--- src/rtl/mesh_port_arbiter.sv ---
// Round-robin arbiter feeding one registered output slot from N_REQ FWFT requesters; grant-to-slot latency 1 cycle.
// Slot refills on the same cycle it is popped; without pop_i the slot and grant are held and no requester is popped.
module mesh_port_arbiter #(
  parameter int pckg_sz = 40,
  parameter int N_REQ   = 4,
  parameter int ID_W    = 2,
  parameter int TIMEOUT = 64
) (
  input  logic                       clk,
  input  logic                       reset_n,
  input  logic                       en_i,
  input  logic [N_REQ-1:0]           pndng_i,
  input  logic [N_REQ*pckg_sz-1:0]   data_i,
  output logic [N_REQ-1:0]           pop_o,
  output logic                       pndng_o,
  output logic [pckg_sz-1:0]         data_out,
  input  logic                       pop_i,
  output logic [ID_W-1:0]            grant_id_o,
  output logic                       stall_o,
  output logic [15:0]                pkt_cnt_o
);

  localparam int WD_W = $clog2(TIMEOUT + 1);

  typedef enum logic {EMPTY, FULL} state_t;

  state_t              state_q, state_d;
  logic [pckg_sz-1:0]  data_q, data_d;
  logic [ID_W-1:0]     gid_q, gid_d;
  logic [ID_W-1:0]     last_q, last_d;
  logic [WD_W-1:0]     wdog_q, wdog_d;
  logic                stall_q, stall_d;
  logic [15:0]         cnt_q, cnt_d;

  logic                free;
  logic                found;
  logic                grant;
  logic [ID_W-1:0]     win;
  logic [ID_W-1:0]     idx;

  always_comb begin
    state_d = state_q;
    data_d  = data_q;
    gid_d   = gid_q;
    last_d  = last_q;
    wdog_d  = wdog_q;
    stall_d = stall_q;
    cnt_d   = cnt_q;
    win     = '0;
    idx     = '0;
    found   = 1'b0;

    free = (state_q == EMPTY) || pop_i;

    // Scan starts just after the last winner and wraps modulo N_REQ.
    for (int k = 1; k <= N_REQ; k++) begin
      idx = ID_W'((int'(last_q) + k) % N_REQ);
      if (!found && pndng_i[idx]) begin
        found = 1'b1;
        win   = idx;
      end
    end

    grant = free && en_i && found;

    if (grant) begin
      state_d = FULL;
      data_d  = data_i[int'(win)*pckg_sz +: pckg_sz];
      gid_d   = win;
      last_d  = win;
    end else if (free) begin
      state_d = EMPTY;
    end

    if ((state_q == FULL) && pop_i) begin
      cnt_d = cnt_q + 16'd1;
    end

    if ((state_q == EMPTY) || pop_i) begin
      wdog_d = '0;
    end else if (wdog_q != WD_W'(TIMEOUT)) begin
      wdog_d = wdog_q + 1'b1;
    end
    stall_d = stall_q || (wdog_d == WD_W'(TIMEOUT));
  end

  // Gated by reset_n so the requester pop drops the instant reset asserts.
  always_comb begin
    pop_o = '0;
    if (grant && reset_n) begin
      pop_o = N_REQ'(1) << win;
    end
  end

  always_ff @(posedge clk or negedge reset_n) begin
    if (!reset_n) begin
      state_q <= EMPTY;
      data_q  <= '0;
      gid_q   <= '0;
      last_q  <= ID_W'(N_REQ - 1);
      wdog_q  <= '0;
      stall_q <= 1'b0;
      cnt_q   <= '0;
    end else begin
      state_q <= state_d;
      data_q  <= data_d;
      gid_q   <= gid_d;
      last_q  <= last_d;
      wdog_q  <= wdog_d;
      stall_q <= stall_d;
      cnt_q   <= cnt_d;
    end
  end

  assign pndng_o    = (state_q == FULL);
  assign data_out   = data_q;
  assign grant_id_o = gid_q;
  assign stall_o    = stall_q;
  assign pkt_cnt_o  = cnt_q;

endmodule

--- config.mk ---
export PLATFORM = sky130hd
export DESIGN_NAME = mesh_port_arbiter
export DESIGN_NICKNAME = d
export VERILOG_FILES = /design/src/rtl/mesh_port_arbiter.sv
export SDC_FILE = /design/constraint.sdc
export NUM_CORES = 1
export LEC_CHECK = 0
export BUFFER_PORTS_ARGS = -buffer_cell sky130_fd_sc_hd__buf_2
export CORE_MARGIN = 1
export CORE_UTILIZATION = 43
export DETAILED_ROUTE_END_ITERATION = 6
export PLACE_DENSITY = 0.91
export SYNTH_ARGS = -nofsm -noshare
export SYNTH_HDL_FRONTEND = slang
export SYNTH_SLANG_ARGS = --single-unit
--- constraint.sdc ---
create_clock -name clk -period 2.3 [get_ports clk]
set_input_delay 0.115 -clock clk [delete_from_list [all_inputs] [get_ports clk]]
set_output_delay 0.115 -clock clk [all_outputs]
set_load 0.01 [all_outputs]
==> impl_results.md <==
* Number of synthesized flops with an enable pin at 0
* Worst reg2reg endpoint: data_out[14]
* Crit-path cells: inv_1 -> nor2_4 -> a21o_1 -> buf_6 -> and3_1 -> buf_2
* Peak VDD IR at 0.316 mV
* Post-CTS Setup Repair Bufs at 0
* Clk Latency, worst-skew pair at 0.34 ns
* DP Area at 4810 um^2
* Most used DFF post-synth: dfrtp_1
* Final non-filler cell total at 710
* Outcome: finished with violations
* Critical path arrival at 2.06 ns
* Hold slack at 0.0157 ns
* CP startpoint kind: flop
* Synthesis-to-finish area growth at 40.4%
* Std cell rows at 33
* #FFs+latches synth at 69
* Max Clk Rate at 461 MHz
* Crit Reg-Reg Startpoint: last_q[0]
* Clk_skew at 0.0168 ns
* Setup TNS Final at 0 ns
* DRT Wirelength at 12900 um
* Clk Tree Root Cell: clkbuf_8
* Ant diodes at 0
* Fin util at 62.2%
* CTS Buf Count at 9
* Cells on worst reg2reg path at 5
* DR pass1 iterations at 7
* Worst slack, placed at 0.130 ns
* Crit end category: primary output
* Pwr Total at 4.14 mW
* CORE AREA at 8180 um^2
* Max-cap violations at 0
* Clock sinks at 69
* Share of layout cells above drive strength 1 at 45.1%
* CTS clock-pin slew for the worst setup and hold paths at 0.08 ns
* Min-delay worst type: input port to flop
* PnR worst setup slack at 0.129 ns
* Final-report max-slew violation count at 0
* RSZ-0062 raised after global routing: no
* DRC Markers at 4
* Initial DRC count at 410
* Die ar. at 8790 um^2
* Failing checks: design-rule violations
* Slew headroom at 33.1%
* IO Port Bufs at 231
* CP peak stage delay at 0.64 ns
* Chip Height at 93.8 um
* Max clock buf depth at 2
* Setup CP Type: flop to primary output
* Reg2Reg Setup Slack at 0.20 ns
* Nets@finish at 772
* Dpl hpwl at 8770 um
* LEAKAGE at 2.52 nW
* Post-detailed-route count of antenna-violating nets at 0
* Slowest cell on crit path: dfstp_2
* Hold_sp: data_i[143]
* Largest net degree at the start of global routing at 47
* Mean post-synth cell area at 9.65 um^2
* Final min period at 2.17 ns
* DP Cell Count at 689
* Final setup violation count at 0
* Seq/Total Area, Yosys at 47.8%
* Via count at 4089
* Die width at 93.8 um
* Synthesized instance count at 375
* Gpl congestion at 0.878
* Final Hold Fails at 0
* Vias in the first global route at 3917
* Hold Path Depth at 3
* Initial antenna violation count at 0
* First-pass GRT wire length at 18800 um
* Hold Path End: data_out[23]
* Yosys warning total at 0
* Finished Cell Area at 5080 um^2
* Most common cell after layout, fill and taps aside: buf_2
* Wire per inst at 18.1 um
* Post-synth cell types at 40
* Worst-margin pin slew at 0.999 ns
* DR vias/cell at 5.76
* Critical Path RT at 2.18 ns
* Most frequent cells in the layout: buf_2, dfrtp_1, nor2_1
* Pwr/cell area at 813 nW/um^2
* Synthesized cell area at 3620 um^2
* Total track usage at 28.3%
* Initial core utilization at 44.3%
* IO Count at 232
* Final period util at 94.4%
* Worst-path fanout max at 21
* H-Tree Level Count at 3
* Syn Nets at 546
* Total congestion overflow at 0
* Async S/R FF share, synth at 100%
* CTS tree: done
-- cells in the mapped netlist, types with 2 or more instances --
master | count | area, um^2
a222oi_1 | 40 | 400
nand3_1 | 13 | 65.1
nor2_1 | 53 | 199
o21a_1 | 3 | 22.5
o21ai_0 | 6 | 30.0
nand2b_1 | 2 | 12.5
buf_6 | 5 | 56.3
buf_2 | 20 | 100
dfstp_2 | 2 | 52.6
nor3_1 | 3 | 15.0
a21oi_1 | 3 | 15.0
xnor2_1 | 12 | 105
clkbuf_1 | 4 | 15.0
inv_1 | 6 | 22.5
a31oi_1 | 40 | 250
nand2_1 | 49 | 184
o31ai_1 | 2 | 15.0
xor2_1 | 9 | 78.8
ha_1 | 3 | 37.5
dfrtp_1 | 67 | 1680
nor2b_1 | 3 | 18.8
and3_1 | 12 | 75.1
-- report_power, final --
part	total, mW	switching, mW	internal, mW
clock network	0.978	0.455	0.524
logic	1.48	0.840	0.641
registers	1.68	0.195	1.48
total	4.14	1.49	2.64
-- final cells by class --
type	instances	area, um^2
sequential	69	1730
clock inverter	4	48.8
timing repair buffer	241	1240
fill	703	3090
inverter	6	22.5
multi-input combinational	274	1770
clock buffer	11	141
tap	105	131
-- sequential cells by signal, indices dropped and copies added, names as in the netlist --
register    flops
pkt_cnt_o      16
wdog_q          7
stall_o         1
grant_id_o      2
last_q          2
data_out       40
pndng_o         1
-- how the worst max path moves through the flow --
stage / start / end / slack (ns) / depth (start not counted)
5_1_grt: last_q[0] / data_out[20] / 0.02 / 5
6_report: last_q[1] / pop_o[0] / 0.13 / 6
2_1_floorplan: last_q[1] / data_out[10] / 0.71 / 6
3_3_place_gp: last_q[0] / pop_o[3] / 0.18 / 5
3_5_place_dp: last_q[0] / pop_o[3] / 0.13 / 5
4_1_cts: last_q[0] / pop_o[3] / 0.006 / 5
-- metal layers --
metal / up-vias / share of wire (%) / track usage (%)
li1: 1870 / - / -
met1: 1924 / 37 / 32.8
met2: 265 / 52 / 49.8
met3: 30 / 8.6 / 5.66
met4: 0 / 2.3 / 13.7
met5: - / 0 / 0
-- cells by family (layout without fill, tap and decap cells) --
logic type / after synthesis / in the layout / share of synthesized area [%]
buffers and inverters: 36 / 262 / 5.50
adder cells (fa/ha/maj): 3 / 3 / 1.04
AND/OR/NAND/NOR: 143 / 146 / 17.8
AO/OA/AOI/OAI: 102 / 103 / 22.5
multiplexers: 1 / 1 / 0.311
XOR/XNOR: 21 / 21 / 5.08
flip-flops: 69 / 69 / 47.8
-- repair_timing --
item                                   in CTS  in global routing
cloned                                      2                  2
hold buffers                                2                  0
setup endpoints to repair                   3                  3
gates resized for setup                     1                  4
pin swaps                                   1                  1
endpoints found under the hold margin      24                  0
-- worst max-delay path: cells and delay by family, from the launching register on --
| kind | cells | cell delay (ns) |
|---|---|---|
| compound gates | 1 | 0.17 |
| buf+inv | 3 | 0.50 |
| flops | 1 | 0.64 |
| simple gates | 2 | 0.40 |
(Power assumes the default switching activity.)
